<file path="src/rtl/strobe_period_monitor.sv">
// rtl/strobe_period_monitor.sv - measures the spacing of rate strobes against EXPECTED +/- TOLERANCE
// Reports each period, flags short/long/missing strobes and declares lock after LOCK_COUNT good periods.
module strobe_period_monitor #(
  parameter int EXPECTED   = 240,
  parameter int TOLERANCE  = 2,
  parameter int LOCK_COUNT = 4,
  parameter int ERR_W      = 8,
  parameter int CNT_W      = $clog2(2*EXPECTED+1)
) (
  input  logic             i_clk,
  input  logic             i_reset,
  input  logic             i_enable,
  input  logic             i_strobe,
  output logic [CNT_W-1:0] o_period,
  output logic             o_period_valid,
  output logic             o_locked,
  output logic             o_err_short,
  output logic             o_err_long,
  output logic [ERR_W-1:0] o_err_count
);

  localparam int STK_W = (LOCK_COUNT < 2) ? 1 : $clog2(LOCK_COUNT+1);
  localparam logic [CNT_W-1:0] P_MIN   = CNT_W'(EXPECTED - TOLERANCE);
  localparam logic [CNT_W-1:0] P_MAX   = CNT_W'(EXPECTED + TOLERANCE);
  localparam logic [CNT_W-1:0] P_LIMIT = CNT_W'(2*EXPECTED);
  localparam logic [STK_W-1:0] STK_MAX = STK_W'(LOCK_COUNT);
  localparam logic [STK_W-1:0] STK_PRE = STK_W'(LOCK_COUNT-1);

  typedef enum logic [1:0] {IDLE, ARM, MEASURE, LOCKED} state_t;

  state_t           state;
  logic [CNT_W-1:0] cnt;
  logic [STK_W-1:0] streak;
  logic [ERR_W-1:0] err_next;

  assign err_next = (o_err_count == '1) ? o_err_count : o_err_count + 1'b1;

  always_ff @(posedge i_clk) begin
    if (i_reset) begin
      state          <= IDLE;
      cnt            <= '0;
      streak         <= '0;
      o_period       <= '0;
      o_period_valid <= 1'b0;
      o_locked       <= 1'b0;
      o_err_short    <= 1'b0;
      o_err_long     <= 1'b0;
      o_err_count    <= '0;
    end else begin
      o_period_valid <= 1'b0;
      o_err_short    <= 1'b0;
      o_err_long     <= 1'b0;
      if (!i_enable) begin
        state    <= IDLE;
        cnt      <= '0;
        streak   <= '0;
        o_locked <= 1'b0;
      end else begin
        case (state)
          IDLE: state <= ARM;
          ARM: begin
            if (i_strobe) begin
              state <= MEASURE;
              cnt   <= CNT_W'(1);
            end
          end
          MEASURE, LOCKED: begin
            if (i_strobe) begin
              // a strobe at cnt == P_LIMIT is a long period, not a timeout
              cnt            <= CNT_W'(1);
              o_period       <= cnt;
              o_period_valid <= 1'b1;
              if (cnt < P_MIN || cnt > P_MAX) begin
                o_err_short <= (cnt < P_MIN);
                o_err_long  <= (cnt > P_MAX);
                o_err_count <= err_next;
                streak      <= '0;
                state       <= MEASURE;
                o_locked    <= 1'b0;
              end else if (streak >= STK_PRE) begin
                streak   <= STK_MAX;
                state    <= LOCKED;
                o_locked <= 1'b1;
              end else begin
                streak <= streak + 1'b1;
              end
            end else if (cnt == P_LIMIT) begin
              // strobe lost: fall back to waiting for a fresh first strobe
              cnt         <= '0;
              streak      <= '0;
              state       <= ARM;
              o_locked    <= 1'b0;
              o_err_long  <= 1'b1;
              o_err_count <= err_next;
            end else begin
              cnt <= cnt + 1'b1;
            end
          end
          default: state <= IDLE;
        endcase
      end
    end
  end

endmodule

</file>
<file path="config.mk">
export PLATFORM = sky130hd
export DESIGN_NAME = strobe_period_monitor
export DESIGN_NICKNAME = d
export VERILOG_FILES = /design/src/rtl/strobe_period_monitor.sv
export SDC_FILE = /design/constraint.sdc
export NUM_CORES = 1
export LEC_CHECK = 0
export CORE_AREA = 2 2 74 76
export DETAILED_ROUTE_END_ITERATION = 12
export DIE_AREA = 0 0 76 78
export HOLD_SLACK_MARGIN = 0.06
export PLACE_DENSITY = 0.54
export SYNTH_ARGS = -nofsm -noshare
export SYNTH_HDL_FRONTEND = slang
export SYNTH_SLANG_ARGS = --single-unit
</file>
<file path="constraint.sdc">
create_clock -name i_clk -period 5.3 [get_ports i_clk]
set_clock_uncertainty 0.05 [all_clocks]
set_input_delay 1.325 -clock i_clk [delete_from_list [all_inputs] [get_ports i_clk]]
set_output_delay 1.325 -clock i_clk [all_outputs]
set_load 0.02 [all_outputs]
</file>
==> load_flow_metrics.sql <==
INSERT INTO impl_metrics (metric_group, metric, value, unit) VALUES
('die', 'die_height', '78', 'um'),
('power_and_ir_drop', 'power.internal', '422', 'uW'),
('outcome', 'run_status', 'finished clean', ''),
('detailed_routing', 'routed_wl', '3950', 'um'),
('critical_path', 'worstPathMaxFanout', '20', ''),
('die', 'floorplan.rows', '26', ''),
('final_layout', 'fillers', '520', ''),
('sta', 'setup_viol_count_final', '0', ''),
('sta', 'rsz0062_at_grt', 'no', ''),
('grt', 'globalRouteTotalUtil', '13.8', '%'),
('sta', 'setup_tns', '0', 'ns'),
('synth', 'ys_top_cells_by_area', 'dfxtp_1 (41%), a21oi_1 (7.9%), nand2_1 (5.2%)', ''),
('clocking', 'postCtsResizedCells', '0', ''),
('sta', 'endpoints_failing_hold', '0', ''),
('hold_path', 'min_path_cells', '2', ''),
('detailed_routing', 'vias_per_cell', '5.17', ''),
('clocking', 'cts_tree', 'built', ''),
('placed_design', 'pre_cts_slack', '1.72', 'ns'),
('critical_path', 'worstPathRequired', '5.47', 'ns'),
('clocking', 'cts.repair_timing.setup_buffer_count', '0', ''),
('sta', 'final_min_period_over_clock_period', '62.2', '%'),
('die', 'core_area', '5040', 'um2'),
('synth', 'yosys.area.top_type', 'dfxtp_1', ''),
('die', 'boundaryPins', '25', ''),
('detailed_routing', 'ant_nets', '0', ''),
('grt', 'grt_first_pass_wirelength', '6760', 'um'),
('clocking', 'clkSinkCount', '35', ''),
('clocking', 'clockBufferDepth', '2', ''),
('placed_design', 'gpl.final_weighted_congestion', '0.793', ''),
('synth', 'synth_cell_type_count', '42', ''),
('synth', 'ys_async_sr_fraction', '0', '%'),
('final_layout', 'layout-area-overhead-vs-synth', '23.2', '%'),
('power_and_ir_drop', 'proportion_of_power_drawn_by_combinational_gates', '3.4', '%'),
('hold_path', 'timing.hold.worst.class', 'flip-flop to flip-flop', ''),
('critical_path', 'cp-end-kind', 'flip-flop', ''),
('grt', 'grt_overflow_total', '0', ''),
('detailed_routing', 'detailedRoute.firstIterationViolations', '102', ''),
('sta', 'max_slew_violation_total_from_the_final_report', '0', ''),
('clocking', 'cts-root-buf', 'clkbuf_8', ''),
('sta', 'relSlewSlack', '28.4', '%'),
('synth', 'synth_seq_cells', '35', ''),
('critical_path', 'capturing_point_of_the_worst_reg2reg_path', 'cnt[6]', ''),
('synth', 'synthesis.yosys.warnings', '0', ''),
('hold_path', 'min_to', 'o_period[1]', ''),
('power_and_ir_drop', 'power_density', '252', 'nW/um2'),
('critical_path', 'r2r_slack', '2.98', 'ns'),
('grt', 'grt_max_degree', '21', ''),
('grt', 'first_global_vias', '1429', ''),
('power_and_ir_drop', 'ir_worst_vdd', '0.0000971', 'V'),
('power_and_ir_drop', 'power_leakage', '0.000677', 'uW'),
('final_layout', 'area.sequential', '701', 'um2'),
('synth', 'number_of_synthesized_flops_with_an_enable_pin', '0', ''),
('final_layout', 'nNetsFinal', '234', ''),
('detailed_routing', 'avgRoutedWirePerCell', '13.3', 'um'),
('critical_path', 'ff2ff_path_depth', '7', ''),
('detailed_routing', 'detailedRoute.firstPassIterationCount', '4', ''),
('placed_design', 'dpl.hpwl', '2700', 'um'),
('synth', 'synth.yosys.seq_area_share', '40.8', '%'),
('clocking', 'tritoncts.num_buffers', '5', ''),
('sta', 'maxClockFrequency', '303', 'MHz'),
('clocking', 'cts-htree-levels', '2', ''),
('detailed_routing', 'drc', '0', ''),
('clocking', 'cts_hold_buffers', '0', ''),
('grt', 'initial_antenna_violation_count', '0', ''),
('die', 'die_w', '76', 'um'),
('synth', 'synthFlopType', 'dfxtp_1', ''),
('final_layout', 'diodes', '0', ''),
('power_and_ir_drop', 'switching_power_as_a_share_of_total_power', '20.7', '%'),
('flow_run', 'drv.max_cap_violation_count', '0', ''),
('sta', 'timing_worst_slew_pin_value', '1.06', 'ns'),
('final_layout', 'multi_input_area', '943', 'um2');
==> how the worst max path moves through the flow <==
stage	startpoint	end	depth (start not counted)
after floorplan	i_strobe	o_err_count[5]	5
after global placement	i_reset	streak[0]	4
after detailed placement	i_reset	streak[0]	4
after CTS	i_reset	streak[0]	4
after global routing	i_reset	streak[0]	4
final	i_reset	streak[0]	4
==> power groups by stage <==
stage / Combinational [uW] / Sequential [uW] / Clock (uW)
final: 18.0 / 265 / 249
after CTS: 18.0 / 265 / 255
after floorplan: 12.5 / 271 / 0
after global placement: 17.9 / 271 / 0
after global routing: 20.0 / 265 / 270
after detailed placement: 17.9 / 271 / 0
==> routing by layer <==
metal / up-vias / track usage [%] / wire length (um)
met5: - / 0 / 0
met1: 713 / 18.2 / 1980
met4: 0 / 4.36 / 53
met2: 24 / 21.9 / 1740
li1: 788 / - / -
met3: 6 / 3.95 / 175
==> per-stage QoR <==
stage | hold WS (ns) | power (uW) | util, % | instances
CTS | 0.414 | 538 | 42.0 | 296
finish | 0.411 | 532 | 42.0 | 296
global route | 0.440 | 555 | 42.0 | 296
floorplan | 0.422 | 283 | - | 206
detailed placement | 0.400 | 289 | 39.6 | 288
global placement | 0.402 | 289 | 39.6 | 288
==> placed cells by master (no fill, tap or decap), drive strengths merged, types with 6 or more instances in the layout <==
cell type and count:
dfxtp 35, nor2 12, o21ai 12, a21oi 27, clkdlybuf4s50 24, nor3 6, clkbuf 6, and3 7
nand3 11, nand2 24, inv 7
==> cells by family (layout without fill, tap and decap cells) <==
| kind of cell | after synthesis | in the layout | share of synthesized area [%] |
|---|---|---|---|
| AND/OR/NAND/NOR | 82 | 82 | 25.7 |
| AO/OA/AOI/OAI | 61 | 61 | 23.2 |
| flip-flops | 35 | 35 | 40.8 |
| buffers and inverters | 19 | 39 | 4.30 |
| adder cells (fa/ha/maj) | 5 | 5 | 3.64 |
| multiplexers | 3 | 3 | 1.89 |
| XOR/XNOR | 1 | 1 | 0.510 |
==> sequential cells by signal, indices dropped and copies added, names as in the netlist <==
signal / count
cnt: 9
o_err_count: 8
o_err_long: 1
o_err_short: 1
o_locked: 1
o_period: 9
o_period_valid: 1
state: 2
streak: 3
==> critical path: stages <==
cell and delay, ns:
clkdlybuf4s50_1 0.78, nand2b_1 0.63, or4_1 0.59, o21ai_0 0.13
==> layout make-up <==
| class | instances | share of cell area [%] |
|---|---|---|
| timing repair buffer | 24 | 11.4 |
| tap | 70 | 4.14 |
| clock buffer | 6 | 3.90 |
| sequential | 35 | 33.1 |
| inverter | 7 | 1.24 |
| multi-input combinational | 152 | 44.6 |
| clock inverter | 2 | 1.66 |
Note: power is estimated with default switching activity, not from simulation.
==> variant: new RTL, config.mk and constraints unchanged <==
Put one more register stage on the output `o_period`, with the module's reset. The value now appears one clock later. The other outputs are not delayed to match.
--- a/src/rtl/strobe_period_monitor.sv
+++ b/src/rtl/strobe_period_monitor.sv
@@ -28,6 +28,8 @@
 
   typedef enum logic [1:0] {IDLE, ARM, MEASURE, LOCKED} state_t;
 
+  logic [CNT_W-1:0] o_period_s0;
+
   state_t           state;
   logic [CNT_W-1:0] cnt;
   logic [STK_W-1:0] streak;
@@ -40,7 +42,7 @@
       state          <= IDLE;
       cnt            <= '0;
       streak         <= '0;
-      o_period       <= '0;
+      o_period_s0    <= '0;
       o_period_valid <= 1'b0;
       o_locked       <= 1'b0;
       o_err_short    <= 1'b0;
@@ -68,7 +70,7 @@
             if (i_strobe) begin
               // a strobe at cnt == P_LIMIT is a long period, not a timeout
               cnt            <= CNT_W'(1);
-              o_period       <= cnt;
+              o_period_s0    <= cnt;
               o_period_valid <= 1'b1;
               if (cnt < P_MIN || cnt > P_MAX) begin
                 o_err_short <= (cnt < P_MIN);
@@ -102,5 +104,13 @@
     end
   end
 
+  always_ff @(posedge i_clk) begin
+    if (i_reset) begin
+      o_period <= '0;
+    end else begin
+      o_period <= o_period_s0;
+    end
+  end
+
 endmodule
 
Check against the original RTL: not equivalent (a bounded check fails within 4 cycles, from zero or initial values and one cycle with i_reset high).
==> variant against the unedited design <==
Core utilization rose by 4.0 points. Cell count rose by 6.4%. Largest power group unchanged. Critical endpoint is now state[0]. Power rose by 15%. Critical path type unchanged. Sequential cell count rose by 9. Largest cell class unchanged. Critical path depth rose by 2. Design area rose by 9.5%. Worst setup slack got worse by 0.21 ns. Global-route usage rose by 0.12 points. Routed wire length rose by 0.96%. Area after synthesis rose by 12%. Synthesized cell count rose by 8.7%.
==> variant: results (changes against the unedited design) <==
result_of_the_run: "finished, final reports clean"
last_weighted_congestion_value_of_the_routability_driven_placer: 0.777  # -2.0%
total_met3_wirelength_after_detailed_routing_um: 127  # -27%
clock_slew_seen_by_the_registers_of_the_worst_setup_and_hold_paths_ns: 0.09  # +0.02 ns
worst_path_max_delay_cell: "sky130_fd_sc_hd__a2111oi_2"
placement.setup.worst_slack_ns: 1.46  # -0.266 ns
final_layout_size_suffix_gt1_share_pct: 5.71  # -1.8 points
power_sequential_mw: 0.333  # +26%
antennaDiodeCount: 0  # unchanged
cts-resized-gates: 0  # unchanged
regToRegEndpoint: "state[0]"
synth_commonest_cells: "sky130_fd_sc_hd__dfxtp_1 (44), sky130_fd_sc_hd__nand2_1 (29), sky130_fd_sc_hd__a21oi_1 (25)"
critPathTopFamily: "compound AO/OA/AOI/OAI gates"
met1_routing_resource_usage_after_global_routing_pct: 18.5  # +0.28 points
hpwlAfterDp_mm: 2.62  # -3.0%
ys_top_cells_by_area: "sky130_fd_sc_hd__dfxtp_1 (46%), sky130_fd_sc_hd__a21oi_1 (6.5%), sky130_fd_sc_hd__nand2_1 (5.7%)"
portion_of_the_post_synthesis_area_used_by_sequential_elements_pct: 46.0  # +5.2 points
initialDrtViolationCount: 112  # +9.8%
worst_ir_drop_vdd_v: 0.000186  # +91%
pin_count_of_the_biggest_net_entering_global_routing: 28  # +33%
yosys_register_bits: 44  # +26%
rr_startpoint: "cnt[2]"
drt-wirelength-per-cell_um: 12.7  # -5.1%
min-delay-start: "o_period_s0[6]"
vias_per_cell: 5.04  # -2.5%
detailroute.wirelength.met2_mm: 1.84  # +5.9%
post_dp_cell_area_um2: 2200  # +10%
track_usage_pct: 13.9  # +0.12 points
cts_max_path_buffers: 2  # unchanged
reg2regPathDepth: 5  # -2
hold_end: "o_period_s0[6]"
clk-insertion-delay-late_ns: 0.29  # about the same
globalRouteMet3Util_pct: 3.26  # -0.70 points
place.detailed.instances: 307  # +6.6%
cts-root-buf: "sky130_fd_sc_hd__clkbuf_8"
first_global_vias: 1476  # +3.3%
cp_max_fo: 11  # -45%
layout_top_registers: "cnt x9, o_period x9, o_period_s0 x9"
number_of_antenna_violations_at_the_first_check_in_global_routing: 0  # unchanged
post_synth_cell_types: 38  # -9.5%
global_route_wire_length_before_repair_mm: 6.83  # +1.0%
cts_inserted_buffers: 5  # unchanged
final_nets: 253  # +8.1%
cp_slowest_stage_delay_ns: 0.98  # +0.20 ns
portBuffers: 24  # unchanged
worst_tran_pin_value_ns: 1.09  # +0.0297 ns
wl_mm: 3.99  # +0.96%
synthesis.nets: 233  # +8.4%
intPower_mw: 0.479  # +14%
setup.worst_path.start: "i_strobe"
leakage_nw: 0.771  # +14%
fin_total_pwr_mw: 0.613  # +15%
synthCells: 224  # +8.7%
power_combinational_mw: 0.0184  # +2%
rrSetupSlack_ns: 2.83  # -0.15 ns
route.layer.met1.wl_mm: 1.99  # +0.71%
holdWs_ns: 0.403  # -0.00819 ns
groute.layer.met2.usage_pct: 22.8  # +0.89 points
critical_path_arrival_ns: 3.65  # +0.19 ns
variant: cells by family (layout without fill, tap and decap cells):
group           after synthesis  count (layout)  synth area share [%]
mux                           1               1                 0.523
xor+xnor                      7               7                  3.20
simple gates                101             101                  27.1
flops                        44              44                  46.0
buf+inv                      18              39                  3.79
fa+ha+maj                     5               5                  3.27
compound gates               48              48                  16.1
variant: final cells by class:
| type | instances | area, um2 |
|---|---|---|
| Clock buffer | 5 | 68.8 |
| Clock inverter | 3 | 47.5 |
| Fill cell | 509 | 2730 |
| Tap cell | 70 | 87.6 |
| Multi-Input combinational cell | 162 | 962 |
| Sequential cell | 44 | 881 |
| Inverter | 6 | 22.5 |
| Timing Repair Buffer | 25 | 248 |
variant: how the worst max path moves through the flow:
stage / end / slack, ns / cells after the start
floorplan: cnt[8] / 2.76 / 5
detailed placement: state[0] / 1.46 / 6
finish: state[0] / 1.79 / 6
global placement: state[0] / 1.54 / 6
global route: o_err_count[0] / 1.59 / 6
CTS: state[0] / 1.78 / 6
